==> config.mk <==
export PLATFORM = sky130hd
export DESIGN_NAME = voice_alloc_flat
export DESIGN_NICKNAME = d
export VERILOG_FILES = /design/src/rtl/voice_alloc_pkg.sv /design/src/rtl/voice_alloc_if.sv /design/src/rtl/voice_select.sv /design/src/rtl/voice_alloc.sv /design/src/flat_wrapper.sv
export SDC_FILE = /design/constraint.sdc
export NUM_CORES = 1
export LEC_CHECK = 0
export CORE_ASPECT_RATIO = 2
export CORE_UTILIZATION = 35
export DETAILED_ROUTE_END_ITERATION = 6
export HOLD_SLACK_MARGIN = 0.02
export SYNTH_ARGS = -nofsm -noshare
export SYNTH_HDL_FRONTEND = slang
export SYNTH_SLANG_ARGS = --single-unit
==> constraint.sdc <==
create_clock -name clk -period 9.1 [get_ports clk]
set_clock_uncertainty 0.05 [all_clocks]
set_input_delay 1.82 -clock clk [delete_from_list [all_inputs] [get_ports clk]]
set_output_delay 1.82 -clock clk [all_outputs]
set_load 0.03 [all_outputs]
==> src/rtl/voice_alloc_pkg.sv <==
// voice_alloc_pkg: shared types and default widths for the voice allocator.
//   state_t     - allocator FSM state encoding
//   NOTE_W_DEF  - default note number width
//   AGE_W_DEF   - default per-voice age counter width
package voice_alloc_pkg;

    localparam int NOTE_W_DEF = 7;
    localparam int AGE_W_DEF  = 8;

    typedef enum logic [1:0] {
        IDLE,
        LOOKUP,
        ISSUE,
        HOLD
    } state_t;

endpackage

==> src/rtl/voice_alloc_if.sv <==
// voice_alloc_if: note event handshake between a note source and the allocator.
//   note_valid - event offered by the source
//   note_ready - allocator can take the event this cycle
//   note_on    - 1 = note-on, 0 = note-off
//   note_num   - note number of the event
// master = note source, slave = allocator.
interface voice_alloc_if #(
    parameter int NOTE_W = voice_alloc_pkg::NOTE_W_DEF
) ();

    logic              note_valid;
    logic              note_ready;
    logic              note_on;
    logic [NOTE_W-1:0] note_num;

    modport master (output note_valid, output note_on, output note_num, input  note_ready);
    modport slave  (input  note_valid, input  note_on, input  note_num, output note_ready);

endinterface

==> src/rtl/voice_select.sv <==
// voice_select: combinational voice choice for the allocator.
//   i_owned/i_released/i_active/i_age/i_note - registered per-voice state
//   i_num        - note number being looked up
//   o_match      - some owned voice already holds i_num
//   o_match_idx  - lowest-index such voice
//   o_valid      - a voice is available for a note-on
//   o_sel        - chosen voice for a note-on
// Priority: retrigger, free voice, oldest released voice, oldest voice.
// The last step exists only when VOICE_STEAL_EN is defined.
module voice_select #(
    parameter int NUM_VOICES = 4,
    parameter int NOTE_W     = 7,
    parameter int AGE_W      = 8,
    parameter int SEL_W      = 2
) (
    input  logic [NUM_VOICES-1:0]             i_owned,
    input  logic [NUM_VOICES-1:0]             i_released,
    input  logic [NUM_VOICES-1:0]             i_active,
    input  logic [NUM_VOICES-1:0][AGE_W-1:0]  i_age,
    input  logic [NUM_VOICES-1:0][NOTE_W-1:0] i_note,
    input  logic [NOTE_W-1:0]                 i_num,
    output logic                              o_match,
    output logic [SEL_W-1:0]                  o_match_idx,
    output logic                              o_valid,
    output logic [SEL_W-1:0]                  o_sel
);

    logic             w_free;
    logic [SEL_W-1:0] w_free_idx;
    logic             w_rel;
    logic [SEL_W-1:0] w_rel_idx;
    logic [AGE_W-1:0] w_rel_age;
`ifdef VOICE_STEAL_EN
    logic [SEL_W-1:0] w_any_idx;
    logic [AGE_W-1:0] w_any_age;
`endif

    always_comb begin
        o_match     = 1'b0;
        o_match_idx = '0;
        w_free      = 1'b0;
        w_free_idx  = '0;
        w_rel       = 1'b0;
        w_rel_idx   = '0;
        w_rel_age   = '0;
`ifdef VOICE_STEAL_EN
        w_any_idx   = '0;
        w_any_age   = i_age[0];
`endif
        // Ascending scan: first hit wins, strict '>' keeps the lowest index on age ties.
        for (int i = 0; i < NUM_VOICES; i++) begin
            if (!o_match && i_owned[i] && (i_note[i] == i_num)) begin
                o_match     = 1'b1;
                o_match_idx = SEL_W'(i);
            end
            if (!w_free && !i_owned[i] && !i_active[i]) begin
                w_free     = 1'b1;
                w_free_idx = SEL_W'(i);
            end
            if (i_owned[i] && i_released[i] && (!w_rel || (i_age[i] > w_rel_age))) begin
                w_rel     = 1'b1;
                w_rel_idx = SEL_W'(i);
                w_rel_age = i_age[i];
            end
`ifdef VOICE_STEAL_EN
            if (i_age[i] > w_any_age) begin
                w_any_idx = SEL_W'(i);
                w_any_age = i_age[i];
            end
`endif
        end

        o_valid = 1'b1;
        if (o_match)     o_sel = o_match_idx;
        else if (w_free) o_sel = w_free_idx;
        else if (w_rel)  o_sel = w_rel_idx;
        else begin
`ifdef VOICE_STEAL_EN
            o_sel   = w_any_idx;
`else
            o_sel   = '0;
            o_valid = 1'b0;
`endif
        end
    end

endmodule

==> src/rtl/voice_alloc.sv <==
// voice_alloc: assigns note events to a pool of ADSR voices.
//   clk, reset_n     - clock, asynchronous active-low reset
//   note_bus         - note event handshake (slave side)
//   i_voice_active   - per-voice ADSR busy
//   o_voice_start    - one-cycle start pulse per voice
//   o_voice_note     - note owned by each voice, voice i at [i*NOTE_W +: NOTE_W]
//   o_evt_steal      - pulse when a busy voice is taken over
//   o_evt_drop       - pulse when a note-on finds no voice
// Optional feature macro: VOICE_STEAL_EN (steal the oldest voice instead of dropping).
// A note-on takes IDLE->LOOKUP->ISSUE->HOLD; HOLD gives the ADSR one cycle to raise
// voice_active before the next lookup can see the voice.
module voice_alloc
    import voice_alloc_pkg::*;
#(
    parameter int NUM_VOICES = 4,
    parameter int NOTE_W     = NOTE_W_DEF,
    parameter int AGE_W      = AGE_W_DEF
) (
    input  logic                           clk,
    input  logic                           reset_n,
    voice_alloc_if.slave                   note_bus,
    input  logic [NUM_VOICES-1:0]          i_voice_active,
    output logic [NUM_VOICES-1:0]          o_voice_start,
    output logic [NUM_VOICES*NOTE_W-1:0]   o_voice_note,
    output logic                           o_evt_steal,
    output logic                           o_evt_drop
);

    localparam int SEL_W = $clog2(NUM_VOICES);

    state_t                           r_state, w_next;
    logic                             r_on;
    logic [NOTE_W-1:0]                r_num;
    logic [SEL_W-1:0]                 r_sel;
    logic                             r_iss;
    logic [NUM_VOICES-1:0]            r_owned, r_rel;
    logic [NUM_VOICES-1:0][AGE_W-1:0] r_age;
    logic [NUM_VOICES-1:0][NOTE_W-1:0] r_note;
`ifdef VOICE_STEAL_EN
    logic                             r_steal;
`endif

    logic             w_match, w_valid;
    logic [SEL_W-1:0] w_match_idx, w_sel;

    voice_select #(
        .NUM_VOICES(NUM_VOICES), .NOTE_W(NOTE_W), .AGE_W(AGE_W), .SEL_W(SEL_W)
    ) u_select (
        .i_owned(r_owned), .i_released(r_rel), .i_active(i_voice_active),
        .i_age(r_age), .i_note(r_note), .i_num(r_num),
        .o_match(w_match), .o_match_idx(w_match_idx),
        .o_valid(w_valid), .o_sel(w_sel)
    );

    assign o_voice_note = r_note;

    always_ff @(posedge clk or negedge reset_n) begin
        if (!reset_n) r_state <= IDLE;
        else          r_state <= w_next;
    end

    always_comb begin
        w_next              = r_state;
        note_bus.note_ready = 1'b0;
        o_voice_start       = '0;
        o_evt_steal         = 1'b0;
        o_evt_drop          = 1'b0;
        case (r_state)
            IDLE: begin
                // Gated by reset_n so ready stays low while reset is held.
                note_bus.note_ready = reset_n;
                if (note_bus.note_valid) w_next = LOOKUP;
            end
            LOOKUP: begin
                if (!r_on)        w_next = IDLE;
                else if (w_valid) w_next = ISSUE;
                else              w_next = HOLD;
`ifndef VOICE_STEAL_EN
                o_evt_drop = r_on && !w_valid;
`endif
            end
            ISSUE: begin
                w_next               = HOLD;
                o_voice_start[r_sel] = 1'b1;
`ifdef VOICE_STEAL_EN
                o_evt_steal          = r_steal;
`endif
            end
            HOLD:    w_next = IDLE;
            default: w_next = IDLE;
        endcase
    end

    always_ff @(posedge clk or negedge reset_n) begin
        if (!reset_n) begin
            r_on    <= 1'b0;
            r_num   <= '0;
            r_sel   <= '0;
            r_iss   <= 1'b0;
            r_owned <= '0;
            r_rel   <= '0;
            r_age   <= '0;
            r_note  <= '0;
`ifdef VOICE_STEAL_EN
            r_steal <= 1'b0;
`endif
        end else begin
            if (r_state == IDLE && note_bus.note_valid) begin
                r_on  <= note_bus.note_on;
                r_num <= note_bus.note_num;
            end
            if (r_state == LOOKUP) begin
                r_sel <= w_sel;
                r_iss <= r_on && w_valid;
`ifdef VOICE_STEAL_EN
                r_steal <= i_voice_active[w_sel] && !w_match;
`endif
            end
            for (int i = 0; i < NUM_VOICES; i++) begin
                if (r_state == ISSUE && r_sel == SEL_W'(i)) begin
                    r_age[i]   <= '0;
                    r_owned[i] <= 1'b1;
                    r_rel[i]   <= 1'b0;
                    r_note[i]  <= r_num;
                end else begin
                    if (i_voice_active[i] && (r_age[i] != {AGE_W{1'b1}}))
                        r_age[i] <= r_age[i] + 1'b1;
                    // A just-issued voice is shielded through HOLD while its ADSR launches.
                    if (r_owned[i] && !i_voice_active[i] &&
                        !(r_state == HOLD && r_iss && r_sel == SEL_W'(i))) begin
                        r_owned[i] <= 1'b0;
                        r_rel[i]   <= 1'b0;
                    end else if (r_state == LOOKUP && !r_on && w_match &&
                                 w_match_idx == SEL_W'(i)) begin
                        r_rel[i] <= 1'b1;
                    end
                end
            end
        end
    end

endmodule

==> src/flat_wrapper.sv <==
// flat-port wrapper written by rule: the top's interface ports become plain ports
module voice_alloc_flat import voice_alloc_pkg::*;
#(
    parameter int NUM_VOICES = 4,
    parameter int NOTE_W     = NOTE_W_DEF,
    parameter int AGE_W      = AGE_W_DEF
)
  (clk, reset_n, i_voice_active, o_voice_start, o_voice_note, o_evt_steal, o_evt_drop, note_bus_note_valid, note_bus_note_on, note_bus_note_num, note_bus_note_ready);
  voice_alloc_if #(.NOTE_W(NOTE_W)) note_bus_i ();
  input  logic clk;
  input  logic reset_n;
  input  logic [NUM_VOICES-1:0] i_voice_active;
  output logic [NUM_VOICES-1:0] o_voice_start;
  output logic [NUM_VOICES*NOTE_W-1:0] o_voice_note;
  output logic o_evt_steal;
  output logic o_evt_drop;
  input wire logic [$bits(note_bus_i.note_valid)-1:0] note_bus_note_valid;
  input wire logic [$bits(note_bus_i.note_on)-1:0] note_bus_note_on;
  input wire logic [$bits(note_bus_i.note_num)-1:0] note_bus_note_num;
  output wire logic [$bits(note_bus_i.note_ready)-1:0] note_bus_note_ready;
  assign note_bus_i.note_valid = note_bus_note_valid;
  assign note_bus_i.note_on = note_bus_note_on;
  assign note_bus_i.note_num = note_bus_note_num;
  assign note_bus_note_ready = note_bus_i.note_ready;
  voice_alloc #(.NUM_VOICES(NUM_VOICES), .NOTE_W(NOTE_W), .AGE_W(AGE_W)) u_core (.clk(clk), .reset_n(reset_n), .note_bus(note_bus_i), .i_voice_active(i_voice_active), .o_voice_start(o_voice_start), .o_voice_note(o_voice_note), .o_evt_steal(o_evt_steal), .o_evt_drop(o_evt_drop));
endmodule
# == Word-level counts from Yosys, hierarchy flattened ==
# Cells that the tools add are included.
# op_classes
add_sub_neg,4
order_cmp,5
n_eq_ne,18
n_mux,67
reduce_logical,93
# op_table
operator,n
$mux W8,11
$logic_and A1 B1 Y1,52
$mux W1,42
$add A8 B1 Y8 const B,4
$ne A8 B8 Y1 const B,4
$eq A7 B7 Y1,4
$gt A8 B8 Y1,3
$logic_not A1 Y1,23
$mux W2,11
$reduce_bool A2 Y1,8
$eq A2 B2 Y1 const B,6
$reduce_bool A3 Y1,4
$pmux W2 S4,1
$eq A2 B1 Y1 const B,3
$logic_not A2 Y1,3
$mux W4,1
$logic_or A1 B1 Y1,3
$lt A2 B3 Y1 const B,1
$demux W1 S2,1
$ge A2 B1 Y1 const B,1
$ne A2 B2 Y1 const B,1
# totals
reg_bits,81
in_bits,15
out_inout_bits,35
wordCells,208

# == Depth between registers and ports, before layout ==
# Gate-level depths: netlist of the first run.
# depth
ltp_word,20
mapped_depth,25

# == Hierarchy ==
# A second synthesis of the first run with hierarchy kept.
# hier_totals
hier_cells,508
area_unflattened_um2,5089.9
# by_module_without_submodules
mod,n_inst,cells_per_inst,area_each_um2,seq_area_each_um2
voice_alloc,1,328,3663.5,2026.9
voice_select,1,180,1426.4,0.0

# == Worst setup path before layout of the first run ==
# Ideal clock, no wire load.
# synth_path
path_kind,flip-flop to flip-flop
start,reg u_core.r_owned[0]
end,reg u_core.r_sel[1]
t_arrival_ps,4761
required_time_ps,8924
slack_ps,4163
path_stages_with_launch,23
path_cell_list,dfrtp_1 -> buf_2 -> and2_1 -> clkbuf_1 -> nand2_1 -> ha_1 -> nor2b_1 -> o211ai_1 -> a21oi_1 -> o21ai_2 -> mux2_2 -> ha_1 -> nand4_1 -> o311a_1 -> o21ai_1 -> buf_2 -> mux2_2 -> ha_1 -> o21ai_0 -> nor2_1 -> o41ai_1 -> a21boi_1 -> a221o_1
# synth_via
elab_chain_len,17
word_cells_on_any_way,58
# synth_lines
item,line_no,text
start: declaration,voice_alloc.sv:36,"logic [NUM_VOICES-1:0] r_owned, r_rel;"
start signal: assignment,voice_alloc.sv:100,r_owned <= '0;
start signal: indexed assignment,voice_alloc.sv:122,r_owned[i] <= 1'b1;
start signal: indexed assignment,voice_alloc.sv:131,r_owned[i] <= 1'b0;
$logic_and A1 B1 Y1 or $logic_not A1 Y1 (tied branches),"voice_select.sv:60, voice_select.sv:56",
$mux W8 (tied with other cells),voice_select.sv:60,if (i_owned[i] && i_released[i] && (!w_rel || (i_age[i] > w_rel_age))) begin
$gt A8 B8 Y1 (tied with other cells),voice_select.sv:60,
$logic_or A1 B1 Y1 or $logic_not A1 Y1 (tied branches),"voice_select.sv:60, voice_select.sv:56",
"$logic_and A1 B1 Y1, on equally long branches","voice_select.sv:60, voice_select.sv:56",
$mux W8 (tied with other cells),voice_select.sv:60,
$gt A8 B8 Y1 (tied with other cells),voice_select.sv:60,
$logic_or A1 B1 Y1 or $logic_not A1 Y1 (tied branches),"voice_select.sv:60, voice_select.sv:56",
"$logic_and A1 B1 Y1, on equally long branches","voice_select.sv:60, voice_select.sv:56",
$mux W8 (tied with other cells),voice_select.sv:60,
$gt A8 B8 Y1 (tied with other cells),voice_select.sv:60,
$logic_or A1 B1 Y1 or $logic_not A1 Y1 (tied branches),"voice_select.sv:60, voice_select.sv:56",
"$logic_and A1 B1 Y1, on equally long branches","voice_select.sv:60, voice_select.sv:56",
$mux W2 (tied with other cells),voice_select.sv:60,
$mux W2 (tied with other cells),voice_select.sv:76,else if (w_rel) o_sel = w_rel_idx;
$mux W2,voice_select.sv:75,else if (w_free) o_sel = w_free_idx;
$mux W2 (*),voice_select.sv:74,if (o_match) o_sel = o_match_idx;
end signal: assignment,voice_alloc.sv:113,r_sel <= w_sel;
end: declaration,voice_alloc.sv:34,logic [SEL_W-1:0] r_sel;
# Every way passes the cells marked *; elsewhere a longest branch is shown, timed or not.
# A chain may end at the register's enable or synchronous reset.

# == Worst setup path in the final report of the first run ==
# layout_path
start,in i_voice_active[3]
end,out o_evt_drop
# layout_via
elab_chain_len,8
# layout_lines
item,line_no,text
start: declaration,flat_wrapper.sv:12,input logic [NUM_VOICES-1:0] i_voice_active;
$logic_not A1 Y1,voice_select.sv:56,if (!w_free && !i_owned[i] && !i_active[i]) begin
$logic_and A1 B1 Y1,voice_select.sv:56,
$mux W1,voice_select.sv:56,
$mux W1,voice_select.sv:75,
$mux W1,voice_select.sv:74,
$logic_not A1 Y1,voice_alloc.sv:79,o_evt_drop = r_on && !w_valid;
$logic_and A1 B1 Y1,voice_alloc.sv:79,
$mux W1,voice_alloc.sv:68,case (r_state)
end: declaration,flat_wrapper.sv:16,output logic o_evt_drop;
# Every way passes these cells.

==> results by group, run 1 <==
Worst setup path
  – CP arrival: 4040 ps
  – Worst path slowest cell: clkdlybuf4s50_1
  – CP Cell Sequence: clkdlybuf4s50_1, o22ai_1, nor2_1, nand3_1, nor3_2, and3_1, clkdlybuf4s50_1
  – Crit path largest cell delay: 680 ps
  – Top delay family on crit path: buffers and inverters
  – Critical Path Sink Type: output pin
  – CP Class: primary input to output pin
  – Startpoint types: primary input
  – Crit path top cell by count: clkdlybuf4s50_1
  – Worst Path Buf+Inv: 2
  – Crit Path Max Fanout: 6
  – CP required: 7230 ps

Placement
  – Routability congestion estimate: 0.866
  – Hpwl dp: 9.20 mm
  – Port Buffers: 48
  – Placed instance count: 681

Floorplanning
  – Die height: 168 µm
  – Starting Density: 0.359
  – Total Die Area: 0.0143 mm²
  – Rows: 60
  – DIE WIDTH: 85.1 µm
  – Ports: 50
  – Core Box Area: 0.0134 mm²

Timing
  – Unrepaired setup endpoints after global routing: no
  – Setup tns final: 0 ps
  – WHS: 449 ps
  – Period minus WS final: 5910 ps
  – Slew Limit Fails: 0
  – Actual slew at the worst max-slew pin: 1010 ps
  – Count of final setup violators: 0
  – Fin crit share: 0.650
  – Max transition margin: 0.325
  – Max Clock Freq: 169 MHz
  – Hold Vio Cnt, Final: 0

Synthesis
  – Mapped cell area: 0.00483 mm²
  – Synth top area share: 0.420
  – Syn Inst Count: 495
  – Leading area contributor after synthesis: dfrtp_1
  – Cell variety after synth: 53
  – Synth warn: 0
  – Syn_nets: 538
  – EDFF count, synth: 0
  – Main synth FF type: dfrtp_1
  – Number of synthesized register bits: 81
  – Asr flop ratio synth: 1.00
  – Avg Cell Area, Syn: 9.75 µm²
  – Register area share after synthesis: 0.420
  – Top post-synthesis cells by area: dfrtp_1 (42%), mux2_2 (9.6%), ha_1 (7.3%), xnor2_1 (6.7%), nand2_1 (4.0%)

CTS
  – Resize count post-CTS: 0
  – Sink Count: 81
  – TritonCTS clock tree: yes
  – Clk Latency, worst-skew pair: 340 ps
  – Hold_buf cts: 0
  – Clock buffer depth: 2
  – # H-tree levels: 3
  – CTS buffer count: 9
  – Worst-path clk slew: 70 ps
  – CTS root buf: clkbuf_16
  – Number of post-CTS setup repair buffers: 0

Hold path
  – Hold Crit Class: flip-flop to flip-flop

Power and ir drop
  – Leakage: 0.00240 µW
  – Max VDD drop: 0.000165 V
  – Total power per unit cell area: 337 mW/mm²

GRT
  – Pin count of the biggest net entering global routing: 56
  – Initial antenna violation count: 0
  – GRT Total Usage: 0.175
  – Vias in the first global route: 3957
  – Grt ovf: 0
  – First-pass GRT wire length: 19.4 mm

Finish
  – Fin nets: 580
  – Fill cell count: 1319
  – Final Util: 0.427
  – Area Growth Syn to Fin: 18.7%
  – Layout Cells excl Fill: 696
  – ANT cells: 0
  – Layout cells sized above 1: 0.124

Routing
  – TritonRoute pass-1 iters: 5
  – DRT antenna net count: 0
  – Drt total wl: 12.0 mm
  – Drt wl/cell: 17.2 µm
  – Avg Vias per Cell: 5.37
  – DR iter-0 viols: 170
  – Via count: 3738
  – DR DRC count: 0

Run status
  – Run status: finished, final reports clean

Run
  – Max capacitance violation total: 0
[final cells by class]
cell class	instances	area (µm²)	area share
flip-flops and latches	81	2030	0.354
inverters	24	90.1	0.0157
clock buffers	10	229	0.0399
well taps	155	194	0.0338
multi-input cells	370	2610	0.455
repair buffers	51	500	0.0873
clock inverters	5	81.3	0.0142
[logic make-up after synthesis]
kind of cell | Yosys count | synth area share
buf+inv | 44 | 0.0394
xor+xnor | 51 | 0.0925
mux | 44 | 0.102
compound gates | 71 | 0.0990
flops | 81 | 0.420
simple gates | 175 | 0.174
fa+ha+maj | 28 | 0.0726
other cells | 1 | 0.000777
[worst paths after layout]
check	depth (start not counted)	slack, ps	from	endpoint
worst max register to register	19	3200	u_core.r_owned[0]$_DFFE_PN0N_	u_core.r_sel[1]$_DFFE_PN0N_
min in group asynchronous	1	1330	reset_n	u_core.r_age[5]$_DFFE_PN0P_
worst max-delay path	7	3190	i_voice_active[3]	o_evt_drop
worst min-delay path	1	450	u_core.r_iss$_DFFE_PN0N_	u_core.r_iss$_DFFE_PN0N_
max in group asynchronous	2	6640	reset_n	u_core.o_voice_note[23]$_DFFE_PN0P_
worst min register to register	1	450	u_core.r_iss$_DFFE_PN0N_	u_core.r_iss$_DFFE_PN0N_
[report_power, final]
part / total [µW] / internal, µW / leakage (µW) / switching (µW)
logic: 799 / 390 / 0.00122 / 410
clock network: 387 / 239 / 0.000149 / 149
registers: 744 / 508 / 0.00103 / 236
total: 1930 / 1140 / 0.00240 / 794
[per-stage QoR]
stage	setup WS, ps	total power, µW	area (µm²)
2_1_floorplan	4160	1270	4830
3_3_place_gp	3180	1530	5420
3_5_place_dp	3170	1560	5420
4_1_cts	3160	1950	5730
5_1_grt	2810	2060	5730
6_report	3190	1930	5730
[layout by cell type, fill, tap and decap left out, types with 6 or more instances in the layout]
| cell | Yosys | routed |
|---|---|---|
| nand4_1 | 20 | 20 |
| mux2_2 | 41 | 41 |
| nor2_1 | 49 | 49 |
| xor2_1 | 14 | 14 |
| nand3_1 | 13 | 13 |
| and3_1 | 6 | 6 |
| dfrtp_1 | 81 | 81 |
| clkbuf_16 | 0 | 9 |
| nor3_1 | 9 | 9 |
| a211oi_1 | 7 | 7 |
| clkdlybuf4s50_1 | 0 | 47 |
| o21ai_0 | 8 | 8 |
| ha_1 | 28 | 28 |
| a21oi_1 | 16 | 16 |
| xnor2_1 | 37 | 37 |
| nand2_1 | 52 | 52 |
| inv_1 | 24 | 24 |
[layer usage]
| layer | track usage | vias to the layer above | share of wire |
|---|---|---|---|
| li1 | - | 1818 | - |
| met1 | 0.168 | 1818 | 0.36 |
| met2 | 0.351 | 79 | 0.58 |
| met3 | 0.0221 | 23 | 0.028 |
| met4 | 0.0914 | 0 | 0.034 |
| met5 | 0 | - | 0 |
[registers in the layout, summed over array words and instances, names as in the netlist, named ones only]
signal	cells
u_core.r_rel	4
u_core.r_on	1
u_core.r_sel	2
u_core.o_voice_note	28
u_core.r_age	32
u_core.r_iss	1
u_core.r_num	7
u_core.r_owned	4
u_core.r_state	1
[cell usage after synthesis (all sizes together) (7+ instances only)]
| library cell | count |
|---|---|
| xnor2 | 37 |
| nand2 | 52 |
| a21oi | 16 |
| o21ai | 13 |
| nand3 | 13 |
| dfrtp | 81 |
| xor2 | 14 |
| buf | 13 |
| nor2 | 51 |
| nor3 | 11 |
| clkbuf | 7 |
| a211oi | 7 |
| nand4 | 20 |
| mux2 | 41 |
| ha | 28 |
| inv | 24 |
[worst reg2reg max path, stage by stage, from the launching register on]
cell	delay, ps
dfrtp_1	520
and2_1	300
nand2_1	150
ha_1	320
a211oi_1	240
o21ai_1	140
o21ai_2	380
mux2_2	430
ha_1	290
nor2b_1	130
o211ai_1	160
a21oi_1	90
o21ai_1	780
mux2_2	430
ha_1	290
o21ai_0	160
nor2_1	80
o41ai_1	390
a21boi_1	130
a221o_1	300
Power figures use the tool's default switching activity.
==> run 2: changes to the inputs <==
Clock period 9.1 ns to 5 ns, I/O delays scaled along.
==> run 2 against run 1 <==
- clock power is 66% higher
- first-iteration DRC count is 1.2% lower
- via count is 4.9% higher
- non-clock buffer count is 12 higher
- critical path depth is 14 higher
==> results by group, run 2 (synthesis results as in run 1) <==
Timing
  – Hold Vio Cnt, Final: 0 (unchanged)
  – Actual slew at the worst max-slew pin: 952 ps (-54.1 ps)
  – Period minus WS final: 4880 ps
  – Setup tns final: 0 ps (unchanged)
  – Final WS setup: 117 ps (-3070 ps)
  – Max transition margin: 0.365 (+0.0406)
  – Count of final setup violators: 0 (unchanged)
  – WHS: 429 ps (-20.0 ps)
  – Fin crit share: 0.977
  – Slew Limit Fails: 0 (unchanged)
  – Max Clock Freq: 205 MHz

Finish
  – Fin nets: 592 (+2.1%)
  – FF/Latch Area: 0.00203 mm² (unchanged)
  – ANT cells: 0 (unchanged)
  – Most frequent cells in the layout: dfrtp_1 (81), nand2_1 (52), nor2_1 (49)
  – Most flops, register: u_core.r_age
  – Area occupied by multi-input gates: 0.00267 mm² (+2.2%)
  – Fill cell count: 1323 (+0.30%)
  – Layout cells sized above 1: 0.162 (+0.0386)
  – Layout Cells excl Fill: 709 (+1.9%)
  – Design area: 0.00586 mm² (+2.2%)
  – Flip-flop count of the largest register after layout: 32 (unchanged)
  – Commonest non-fill, non-tap cell in the layout: dfrtp_1
  – Area Growth Syn to Fin: 21.4%

Worst setup path
  – RR Endpoint: u_core.r_sel[1]$_DFFE_PN0N_
  – CP arrival: 5060 ps (+1020 ps)
  – Critical Path Sink Type: flip-flop
  – Crit Path Max Fanout: 8 (+2)
  – CP Cell Sequence: and2_2, nand2_1, ha_1, o21ai_0, o21ai_1, o21ai_2, buf_6, mux2_2, ha_1, nor2b_1, o211ai_1, a21oi_1, o21ai_2, buf_6, mux2_2, ha_1, o21ai_1, nor2_1, o41ai_2, a21boi_1, a221o_1
  – CP required: 5180 ps (-2050 ps)
  – CP Class: flip-flop to flip-flop
  – Worst r2r src: u_core.r_rel[0]$_DFFE_PN0P_
  – Startpoint types: flip-flop
  – Setup slack, reg-to-reg: 120 ps (-3080 ps)
  – Worst path slowest cell: dfrtp_1
  – Crit path top cell by count: ha_1
  – Reg2reg path depth: 21 (+2)
  – Crit path largest cell delay: 370 ps (-310 ps)

Power and ir drop
  – Clk pwr share: 0.182 (-0.019)
  – Total power per unit cell area: 600 mW/mm² (+78%)
  – Switching Fraction: 0.428 (+0.0166)
  – Pint: 2010 µW (+77%)
  – Switch Pwr: 1510 µW (+90%)
  – Share of power burned in registers: 0.388 (+0.002)
  – Max VDD drop: 0.000418 V (+150%)
  – Leakage: 0.00245 µW (+1.9%)
  – Comb pwr share: 0.430 (+0.016)

CTS
  – CTS root buf: clkbuf_16
  – # H-tree levels: 3 (unchanged)
  – Clk Latency, worst-skew pair: 350 ps (about the same)
  – Sink Count: 81 (unchanged)
  – CTS buffer count: 9 (unchanged)
  – Clock buffer depth: 2 (unchanged)
  – Hold_buf cts: 0 (unchanged)
  – TritonCTS clock tree: yes
  – Worst-path clk slew: 70 ps (about the same)

GRT
  – Initial antenna violation count: 0 (unchanged)
  – Pin count of the biggest net entering global routing: 59 (+5.4%)
  – First-pass GRT wire length: 21.0 mm (+8.1%)
  – Grt ovf: 0 (unchanged)
  – Vias in the first global route: 4062 (+2.7%)
  – GRT Total Usage: 0.192 (+0.0161)

Floorplanning
  – Core Box Area: 0.0134 mm² (unchanged)
  – Total Die Area: 0.0143 mm² (unchanged)
  – Die height: 168 µm (unchanged)
  – Ports: 50 (unchanged)
  – Rows: 60 (unchanged)
  – DIE WIDTH: 85.1 µm (unchanged)
  – Starting Density: 0.359 (unchanged)

Hold path
  – Worst Hold Launch: u_core.r_iss$_DFFE_PN0N_
  – Hold EP: u_core.r_iss$_DFFE_PN0N_
  – Hold Crit Class: flip-flop to flip-flop
  – Cell count of the worst hold path: 1 (unchanged)

Placement
  – Placed instance count: 689 (+1.2%)
  – DP Area: 0.00548 mm² (+1.1%)
  – Place WS: -109 ps (-3280 ps)
  – Routability congestion estimate: 0.889 (+2.7%)
  – Port Buffers: 48 (unchanged)
  – Hpwl dp: 9.95 mm (+8.2%)

Routing
  – Via count: 3920 (+4.9%)
  – Drt total wl: 13.0 mm (+8.2%)
  – DRT antenna net count: 0 (unchanged)
  – Avg Vias per Cell: 5.53 (+2.9%)
  – DR iter-0 viols: 168 (-1.2%)
  – TritonRoute pass-1 iters: 4 (-1)
  – Drt wl/cell: 18.3 µm (+6.2%)
  – DR DRC count: 0 (unchanged)

Run status
  – Run status: finished, final reports clean

Run
  – Max capacitance violation total: 0 (unchanged)
==> run 2: cell types whose count changed in the layout (fill, tap and decap cells not counted), moves of 2 or more <==
cell        delta
ha_1           -2
bufinv_16      -2
buf_6          +2
buf_4          +9
clkinvlp_4     +2
nor3_2         +2
o21ai_0        -2
nor3_1         -2
ha_4           +2
inv_6          +2
==> run 2: power groups by stage <==
stage	Sequential, µW	Combinational [µW]	Clock [µW]
after floorplan	1350	963	0
after global routing	1410	1660	683
after global placement	1360	1450	0
final	1360	1510	641
after detailed placement	1370	1490	0
after CTS	1360	1500	655
==> run 2: worst max path at each step <==
stage / startpoint / to / slack [ps]
floorplan: u_core.r_owned[0]$_DFFE_PN0N_ / u_core.r_sel[1]$_DFFE_PN0N_ / 60
global placement: u_core.r_rel[0]$_DFFE_PN0P_ / u_core.r_sel[1]$_DFFE_PN0N_ / 40
detailed placement: u_core.r_rel[0]$_DFFE_PN0P_ / u_core.r_sel[1]$_DFFE_PN0N_ / -110
CTS: u_core.r_rel[0]$_DFFE_PN0P_ / u_core.r_sel[0]$_DFFE_PN0N_ / 20
global route: u_core.r_rel[0]$_DFFE_PN0P_ / u_core.r_sel[1]$_DFFE_PN0N_ / -70
finish: u_core.r_rel[0]$_DFFE_PN0P_ / u_core.r_sel[1]$_DFFE_PN0N_ / 120
==> run 2: cell type report <==
type,instances,area share
multi-input combinational,370,0.455
sequential,81,0.346
timing repair buffer,63,0.102
clock buffer,10,0.0408
tap,155,0.0331
inverter,24,0.0154
clock inverter,6,0.00832
==> run 2: timing repair <==
item / in CTS / in global routing
endpoints found under the setup margin: 2 / 2
gates resized for setup: 1 / 13
gates cloned: 0 / 1
buffers inserted: 1 / 2
pin swaps: 1 / 5
==> run 2: stage by stage <==
step,util,power [µW]
after floorplan,-,2310
after detailed placement,0.408,2860
after CTS,0.431,3520
final,0.436,3520
after global placement,0.408,2810
after global routing,0.436,3760
==> run 2: metal layers <==
metal | global-route usage | up-vias | part of all wire
met2 | 0.384 | 92 | 0.57
met3 | 0.0240 | 39 | 0.024
met4 | 0.0973 | 0 | 0.048
met5 | 0 | - | 0
met1 | 0.183 | 1941 | 0.36
li1 | - | 1848 | -
==> run 2: worst max-delay path, delay by kind of cell, from the launching register on <==
family / cells / cell delay [ps]
DFF: 1 / 370
AOI/OAI and AO/OA: 10 / 1920
buffers and inverters: 2 / 310
adders and majority gates: 3 / 860
and+or+nand+nor: 4 / 580
muxes: 2 / 690
